==> src/rtl/mac_pkg.sv <==
// Shared helpers for the framed multiply-accumulate: signed range limits per width,
// round-half-up scaling and saturation, all evaluated on a 64-bit signed value.
package mac_pkg;

    function automatic logic signed [63:0] signed_max(input int width);
        return (64'sd1 <<< (width - 1)) - 64'sd1;
    endfunction

    function automatic logic signed [63:0] signed_min(input int width);
        return -(64'sd1 <<< (width - 1));
    endfunction

    // Add half an LSB of the scaled result, then arithmetic shift (round half up).
    function automatic logic signed [63:0] round_shift(input logic signed [63:0] value,
                                                       input int shift);
        if (shift <= 0) begin
            return value;
        end
        return (value + (64'sd1 <<< (shift - 1))) >>> shift;
    endfunction

    function automatic logic fits_signed(input logic signed [63:0] value, input int width);
        return (value >= signed_min(width)) && (value <= signed_max(width));
    endfunction

    function automatic logic signed [63:0] saturate(input logic signed [63:0] value,
                                                    input int width);
        if (value > signed_max(width)) begin
            return signed_max(width);
        end
        if (value < signed_min(width)) begin
            return signed_min(width);
        end
        return value;
    endfunction

endpackage

==> src/rtl/mac_coefficient_bank.sv <==
// Coefficient storage: one write port and one registered read port.
// A read and write of the same address in one cycle returns the previous contents.
module mac_coefficient_bank #(
    parameter int NUM_TAPS          = 8,
    parameter int COEFFICIENT_WIDTH = 16,
    parameter int ADDRESS_WIDTH     = $clog2(NUM_TAPS)
) (
    input  logic                                clock,
    input  logic                                write_enable,
    input  logic [ADDRESS_WIDTH-1:0]            write_address,
    input  logic signed [COEFFICIENT_WIDTH-1:0] write_data,
    input  logic [ADDRESS_WIDTH-1:0]            read_address,
    output logic signed [COEFFICIENT_WIDTH-1:0] read_data
);

    logic signed [COEFFICIENT_WIDTH-1:0] bank [NUM_TAPS];

    // Contents deliberately survive reset so coefficients need loading only once.
    always_ff @(posedge clock) begin
        if (write_enable) begin
            bank[write_address] <= write_data;
        end
        read_data <= bank[read_address];
    end

endmodule

==> src/rtl/multiply_accumulate_framed.sv <==
// Four-stage framed MAC: sample x coefficient products summed per frame, then rounded/scaled.
// Define MAC_SATURATE_EN to clamp out-of-range results instead of wrapping them.
module multiply_accumulate_framed
    import mac_pkg::*;
#(
    parameter int DATA_WIDTH        = 16,
    parameter int COEFFICIENT_WIDTH = 16,
    parameter int ACCUM_WIDTH       = 48,
    parameter int NUM_TAPS          = 8,
    parameter int OUTPUT_SHIFT      = 14
) (
    input  logic                                clock,
    input  logic                                reset,
    input  logic signed [DATA_WIDTH-1:0]        data_in,
    input  logic                                in_valid,
    input  logic                                in_last,
    input  logic                                coeff_write,
    input  logic [$clog2(NUM_TAPS)-1:0]         coeff_address,
    input  logic signed [COEFFICIENT_WIDTH-1:0] coefficient_in,
    output logic signed [DATA_WIDTH-1:0]        data_out,
    output logic signed [ACCUM_WIDTH-1:0]       carry_out,
    output logic                                out_valid,
    output logic                                overflow
);

    localparam int TAP_WIDTH     = $clog2(NUM_TAPS);
    localparam int PRODUCT_WIDTH = DATA_WIDTH + COEFFICIENT_WIDTH;

    logic [TAP_WIDTH-1:0]                tap;
    logic                                frame_end;
    logic                                s1_valid, s1_first, s1_last;
    logic signed [DATA_WIDTH-1:0]        s1_sample;
    logic signed [COEFFICIENT_WIDTH-1:0] s1_coeff;
    logic                                s2_valid, s2_first, s2_last;
    logic signed [PRODUCT_WIDTH-1:0]     s2_product;
    logic                                acc_done;
    logic signed [ACCUM_WIDTH-1:0]       accum;
    logic signed [63:0]                  rounded;
    logic signed [DATA_WIDTH-1:0]        next_data;
    logic                                next_overflow;

    // A frame closes on an explicit last marker or when the bank runs out of taps.
    assign frame_end = in_last || (tap == TAP_WIDTH'(NUM_TAPS - 1));

    always_ff @(posedge clock) begin
        if (reset) begin
            tap <= '0;
        end else if (in_valid) begin
            tap <= frame_end ? '0 : tap + 1'b1;
        end
    end

    mac_coefficient_bank #(
        .NUM_TAPS          (NUM_TAPS),
        .COEFFICIENT_WIDTH (COEFFICIENT_WIDTH),
        .ADDRESS_WIDTH     (TAP_WIDTH)
    ) coefficient_bank (
        .clock         (clock),
        .write_enable  (coeff_write),
        .write_address (coeff_address),
        .write_data    (coefficient_in),
        .read_address  (tap),
        .read_data     (s1_coeff)
    );

    // Stage 1: the bank's registered read supplies the coefficient alongside the sample.
    always_ff @(posedge clock) begin
        if (reset) begin
            s1_valid <= 1'b0;
            s1_first <= 1'b0;
            s1_last  <= 1'b0;
        end else begin
            s1_valid <= in_valid;
            s1_first <= in_valid && (tap == '0);
            s1_last  <= in_valid && frame_end;
        end
    end

    always_ff @(posedge clock) begin
        if (in_valid) begin
            s1_sample <= data_in;
        end
    end

    always_ff @(posedge clock) begin
        if (reset) begin
            s2_valid <= 1'b0;
            s2_first <= 1'b0;
            s2_last  <= 1'b0;
        end else begin
            s2_valid <= s1_valid;
            s2_first <= s1_first;
            s2_last  <= s1_last;
        end
    end

    always_ff @(posedge clock) begin
        if (s1_valid) begin
            s2_product <= PRODUCT_WIDTH'(s1_sample) * PRODUCT_WIDTH'(s1_coeff);
        end
    end

    // Stage 3: the first product of a frame reloads, so frames can run back to back.
    always_ff @(posedge clock) begin
        if (reset) begin
            accum    <= '0;
            acc_done <= 1'b0;
        end else begin
            acc_done <= s2_valid && s2_last;
            if (s2_valid) begin
                accum <= s2_first ? ACCUM_WIDTH'(s2_product)
                                  : accum + ACCUM_WIDTH'(s2_product);
            end
        end
    end

    always_comb begin
        rounded       = round_shift(64'(accum), OUTPUT_SHIFT);
        next_overflow = !fits_signed(rounded, DATA_WIDTH);
`ifdef MAC_SATURATE_EN
        next_data     = DATA_WIDTH'(saturate(rounded, DATA_WIDTH));
`else
        next_data     = DATA_WIDTH'(rounded);
`endif
    end

    // Stage 4: results are captured only at frame end and held until the next one.
    always_ff @(posedge clock) begin
        if (reset) begin
            out_valid <= 1'b0;
            data_out  <= '0;
            carry_out <= '0;
            overflow  <= 1'b0;
        end else begin
            out_valid <= acc_done;
            if (acc_done) begin
                data_out  <= next_data;
                carry_out <= accum;
                overflow  <= next_overflow;
            end
        end
    end

endmodule

==> config.mk <==
export PLATFORM = sky130hd
export DESIGN_NAME = multiply_accumulate_framed
export DESIGN_NICKNAME = d
export VERILOG_FILES = /design/src/rtl/mac_pkg.sv /design/src/rtl/mac_coefficient_bank.sv /design/src/rtl/multiply_accumulate_framed.sv
export SDC_FILE = /design/constraint.sdc
export NUM_CORES = 1
export LEC_CHECK = 0
export ABC_AREA = 0
export BUFFER_PORTS_ARGS = -buffer_cell sky130_fd_sc_hd__buf_4
export CORE_MARGIN = 1.5
export CORE_UTILIZATION = 70
export CTS_BUF_LIST = sky130_fd_sc_hd__clkbuf_8
export DETAILED_ROUTE_END_ITERATION = 16
export PLACE_DENSITY = 0.91
export SLEW_MARGIN = 20
export SYNTH_ARGS = -nofsm -noshare
export SYNTH_HDL_FRONTEND = slang
export SYNTH_SLANG_ARGS = --single-unit
==> constraint.sdc <==
create_clock -name clock -period 12.9 [get_ports clock]
set_clock_uncertainty 0.1 [all_clocks]
set_input_delay 0.645 -clock clock [delete_from_list [all_inputs] [get_ports clock]]
set_output_delay 0.645 -clock clock [all_outputs]
set_load 0.02 [all_outputs]
Yosys cells after proc, flatten, opt, wreduce, memory -nomap -nowiden
Memory sizes are Yosys's and may differ from the RTL's. A register that Yosys moved wholly into a read port is not among the register bits. Index checks and enable logic that the tools add are counted.

$add $sub $neg: 3. Multiply operators: 1. Div/mod/pow operators: 0. Magnitude comparators: 2. Equality and inequality tests: 1. Shifts and indexed selects: 0. Multiplexer cells: 4. Bitwise gates (word level): 0. Reductions and logical operators: 7.

Operators by type and width (count): $add 48x15->49 const B (1); $add 48x32->48 (1); $mux 48 (1); $ge 35x16->1 const B (1); $le 35x16->1 const B (1); $mul 16x16->32 (1); $logic_and 1x1->1 (4); $add 3x1->3 const B (1); $eq 3x3->1 const B (1); $logic_not 3->1 (1); $mux 3 (1); $mux 1 (2); $logic_not 1->1 (1); $logic_or 1x1->1 (1).

Bits in registers: 172. Bits in latches: 0. Bits in writable memories: 128. ROM bits: 0. Input port bits: 40. Output and inout bits: 66. Word-level logic and storage cells: 34. Memories: 1.

Memory list: coefficient_bank.bank (depth 8, bits a word 16, rd ports 1, clocked after memory_dff 1, write ports 1, line mac_coefficient_bank.sv:16) `logic signed [COEFFICIENT_WIDTH-1:0] bank [NUM_TAPS];`.

Logic depth before layout (Yosys ltp)
Depth after elaboration: 4. Gate-level depth with buffers: 26. Gate-level depth less buffers: 25.

Hierarchy
A second synthesis with hierarchy kept.

Cells, all modules: 2356. Area, all modules: 24599.8 um2.

By module, submodules not included: multiply_accumulate_framed (instances 1, cells an instance 2142, area each 19306.0 um2, seq. area each 3923.8 um2); mac_coefficient_bank (instances 1, cells an instance 214, area each 5293.8 um2, seq. area each 4164.0 um2).

Worst setup path after synthesis
Ideal clock, no wire load.

Path kind: reg2reg. Start: register s1_sample[15]. End: register s2_product[30], data pin. Setup time: 258 ps. Arrival: 6169 ps. Data required time: 12542 ps. Slack: 6374 ps. Cell stages (with the launch flop): 22. Buffers on the path: 2. Clock period less this slack: 6526 ps. Path through: edfxtp_1 clkbuf_1 nand2_1 fa_1 inv_1 fa_1 fa_1 fa_1 fa_1 inv_1 fa_1 inv_1 ha_1 clkbuf_1 a21o_1 a211oi_1 a21o_1 o31ai_1 o41a_1 a21o_1 a21oi_1 xnor2_1.

Longest elaborated chain between the ends: 1.

Ends and longest elaborated chain: from (decl) (line multiply_accumulate_framed.sv:32) `logic signed [DATA_WIDTH-1:0] s1_sample;`; from (signal assigned) (line multiply_accumulate_framed.sv:81) `s1_sample <= data_in;`; $mul 16x16->32 (line multiply_accumulate_framed.sv:99) `s2_product <= PRODUCT_WIDTH'(s1_sample) * PRODUCT_WIDTH'(s1_coeff);`; to (signal assigned) (line multiply_accumulate_framed.sv:99); to (decl) (line multiply_accumulate_framed.sv:35) `logic signed [PRODUCT_WIDTH-1:0] s2_product;`.

Every way passes these cells. A chain may end at the register's enable or synchronous reset.

Worst setup path in the final report
Start: register s1_sample[15]. End: register s2_product[31], data pin.

Same word-level chain as after synthesis.

==> out/qor.yml <==
status: "completed"
die_y_um: 190
worst-endpoint-arrival_ns: 7.34
path_class: "reg2reg"
dieArea_mm2: 0.0360
hold_end: "s1_sample[13]$_DFFE_PP_"
portBuffers: 105
cts_root_buf: "clkbuf_8"
ant_nets: 0
start_kind: "register"
tightest_slew_ns: 1.10
vias: 17208
postCtsHoldBufs: 0
place_congestion: 0.920
grt_max_degree: 77
grt_pass1_wl_um: 88500
cts_resized: 0
wl_met2_um: 26000
drive_gt1_share_pct: 11.4
critical_path.max_fanout: 16
firstDrtPassIters: 5
maxSlewViolCount: 0
nets: 2819
r2r_start: "s1_sample[15]$_DFFE_PP_"
hold_start: "data_in[13]"
cts_inserted_buffers: 51
drc: 0
wl_met1_um: 22000
cp.required_ns: 13.17
min_path_type: "in2reg"
drt_wl_total_um: 54000
fin_tns_setup_ns: 0
diodes: 0
period_minus_slack_ns: 7.07
htree_levels: 2
place_ws_ns: 5.90
rr_endpoint: "s2_product[31]$_DFFE_PP_"
end_kind: "register"
dr_wl_met3_um: 4220
clock_latency_ns: 0.64
wl_per_cell_um: 18.7
grtUsageTotal_pct: 31.2
clockBufferDepth: 3
yosys_warnings: 0
route.top_layer_used: "met4"
rows: 68
core_area_mm2: 0.0345
fillers: 2131
synth_area_mm2: 0.0244
rsz0062_at_grt: "false"
maxCapViolations: 0
fin_ws_ns: 5.83
setup_viol: 0
ys_seq_area_share_pct: 33.1
fmax_ghz: 0.141
clk_pin_slew_ns: 0.06
grt_pass1_vias: 17647
r2r_slack_ns: 5.83
reg2reg_depth: 22
synth_ff_type: "edfxtp_1"
cts_tree: "yes"
grt_overflow_total: 0
post-cts-setup-buffers: 0
grt_antenna_before_repair: 0
avgViaCountPerCell: 5.98
async_flop_share_pct: 0
synth_edf_count: 176
fin_crit_sh_pct: 54.8
holdPathStages: 1
clkSinkCount: 316
dp_hpwl_um: 40400
syn_avg_cell_area_um2: 10.5
die_width_um: 190
syn-instance-count: 2323
first_iter_violations: 1244
synth.distinct_cells: 85
io-pin-count: 106
relSlewSlack_pct: 26.5
area_delta_synth_final_pct: 8.50
hold_viol: 0
syn-num-nets: 2759
ys_ff_latch: 316
initial_core_util_pct: 70.8
post-route-util_pct: 76.8
[metal layers]
metal / vias up / global-route usage, %
met2: 766 / 51.7
met1: 8446 / 41.5
met4: 0 / 11.3
li1: 7849 / -
met5: - / 0
met3: 147 / 5.59
[how the worst max path moves through the flow]
stage	start	endpoint	depth (start not counted)
floorplan	s1_sample[15]$_DFFE_PP_	s2_product[30]$_DFFE_PP_	21
global placement	s1_sample[3]$_DFFE_PP_	s2_product[30]$_DFFE_PP_	23
detailed placement	s1_sample[15]$_DFFE_PP_	s2_product[31]$_DFFE_PP_	22
CTS	s1_sample[15]$_DFFE_PP_	s2_product[31]$_DFFE_PP_	22
global route	coefficient_bank.read_data[1]$_DFF_P_	s2_product[31]$_DFFE_PP_	22
finish	s1_sample[15]$_DFFE_PP_	s2_product[31]$_DFFE_PP_	22
[worst max-delay path, cell delays in order (launching register included)]
cell	delay, ns
edfxtp_1	0.63
nand2_1	0.22
inv_1	0.11
fa_1	0.55
inv_1	0.16
fa_1	0.58
inv_1	0.06
fa_1	0.52
fa_1	0.45
fa_1	0.56
inv_1	0.06
fa_1	0.53
inv_1	0.05
ha_1	0.34
and4_1	0.22
o21ai_0	0.10
o21ai_0	0.52
a31oi_1	0.24
o21ai_0	0.32
a21o_1	0.18
nand2_1	0.05
a21oi_1	0.17
xnor2_1	0.09
[area by class of cell]
| cell class | instances | area (µm²) | area share (%) |
|---|---|---|---|
| sequential | 316 | 8100 | 30.6 |
| timing repair buffer | 113 | 848 | 3.20 |
| clock inverter | 36 | 201 | 0.761 |
| tap | 455 | 569 | 2.15 |
| inverter | 336 | 1260 | 4.76 |
| clock buffer | 59 | 812 | 3.07 |
| multi-input combinational | 1565 | 14700 | 55.5 |
[registers in the layout, summed over array words and instances (netlist names)]
name,count
data_out,16
s2_product,32
s2_last,1
carry_out,48
tap,3
s1_sample,16
coefficient_bank.bank,128
s1_first,1
out_valid,1
acc_done,1
s2_valid,1
s1_valid,1
s1_last,1
accum,48
coefficient_bank.read_data,16
s2_first,1
overflow,1
[synthesized netlist by cell type, drive strengths merged, types with 5 or more instances]
library cell,n,area (µm²)
a211oi,35,268
a21o,53,398
a21oi,90,454
a31oi,13,111
a41oi,5,51.3
and2,132,827
and3,7,45.1
and4,6,55.1
buf,17,67.6
clkbuf,89,334
dfxtp,140,2800
edfxtp,176,5290
fa,263,5270
ha,133,1660
inv,335,1260
mux2,17,191
mux2i,58,581
mux4,32,721
nand2,187,702
nand2b,17,106
nand3,27,150
nand4,14,87.6
nor2,161,614
nor2b,15,101
nor3,21,120
o211ai,21,163
o21a,16,120
o21ai,69,345
o21bai,15,113
or3,9,56.3
xnor2,56,490
xor2,41,359
[metrics by stage]
step           instance area (µm²)  hold slack (ns)  std cells
2_1_floorplan                24400            0.314       2323
3_3_place_gp                 25500            0.317       2784
3_5_place_dp                 25500            0.332       2784
4_1_cts                      26500           0.0646       2879
5_1_grt                      26500           0.0722       2880
6_report                     26500           0.0962       2880
[cells in the final DEF (no fill, tap or decap), types with 6 or more instances in the layout]
cell type | netlist | layout
inv_1 | 335 | 354
xor2_1 | 41 | 41
a31oi_1 | 11 | 11
clkinv_2 | 0 | 6
a211oi_1 | 34 | 34
o21a_1 | 16 | 16
a21oi_1 | 89 | 89
xnor2_1 | 56 | 56
a21o_1 | 53 | 53
buf_4 | 0 | 113
and3_1 | 6 | 6
mux4_2 | 32 | 32
nor2b_1 | 14 | 14
mux2_2 | 16 | 16
clkbuf_8 | 0 | 59
edfxtp_1 | 176 | 176
ha_1 | 133 | 133
nand3_1 | 24 | 24
nand2b_1 | 17 | 17
mux2i_1 | 58 | 58
and2_1 | 131 | 131
o211ai_1 | 20 | 20
clkinv_1 | 1 | 6
nor3_1 | 18 | 16
o21bai_1 | 15 | 15
fa_1 | 263 | 263
nor2_2 | 1 | 7
dfxtp_1 | 140 | 136
o21ai_0 | 65 | 65
nand4_1 | 14 | 14
nand2_1 | 187 | 187
nor2_1 | 159 | 153
or3_1 | 9 | 9
[logic make-up (layout without fill, tap and decap cells)]
family          Yosys count  in the layout  synth area share (%)
flops                   316            316                  33.1
simple gates            610            610                  12.2
fa+ha+maj               396            396                  28.4
compound gates          355            355                  9.87
mux                     107            107                  6.12
buf+inv                 442            544                  6.81
xor+xnor                 97             97                  3.48
Power is left out: the tool's default activity adds up to more than one toggle a clock period on the data nets, which glitch-free logic cannot reach.
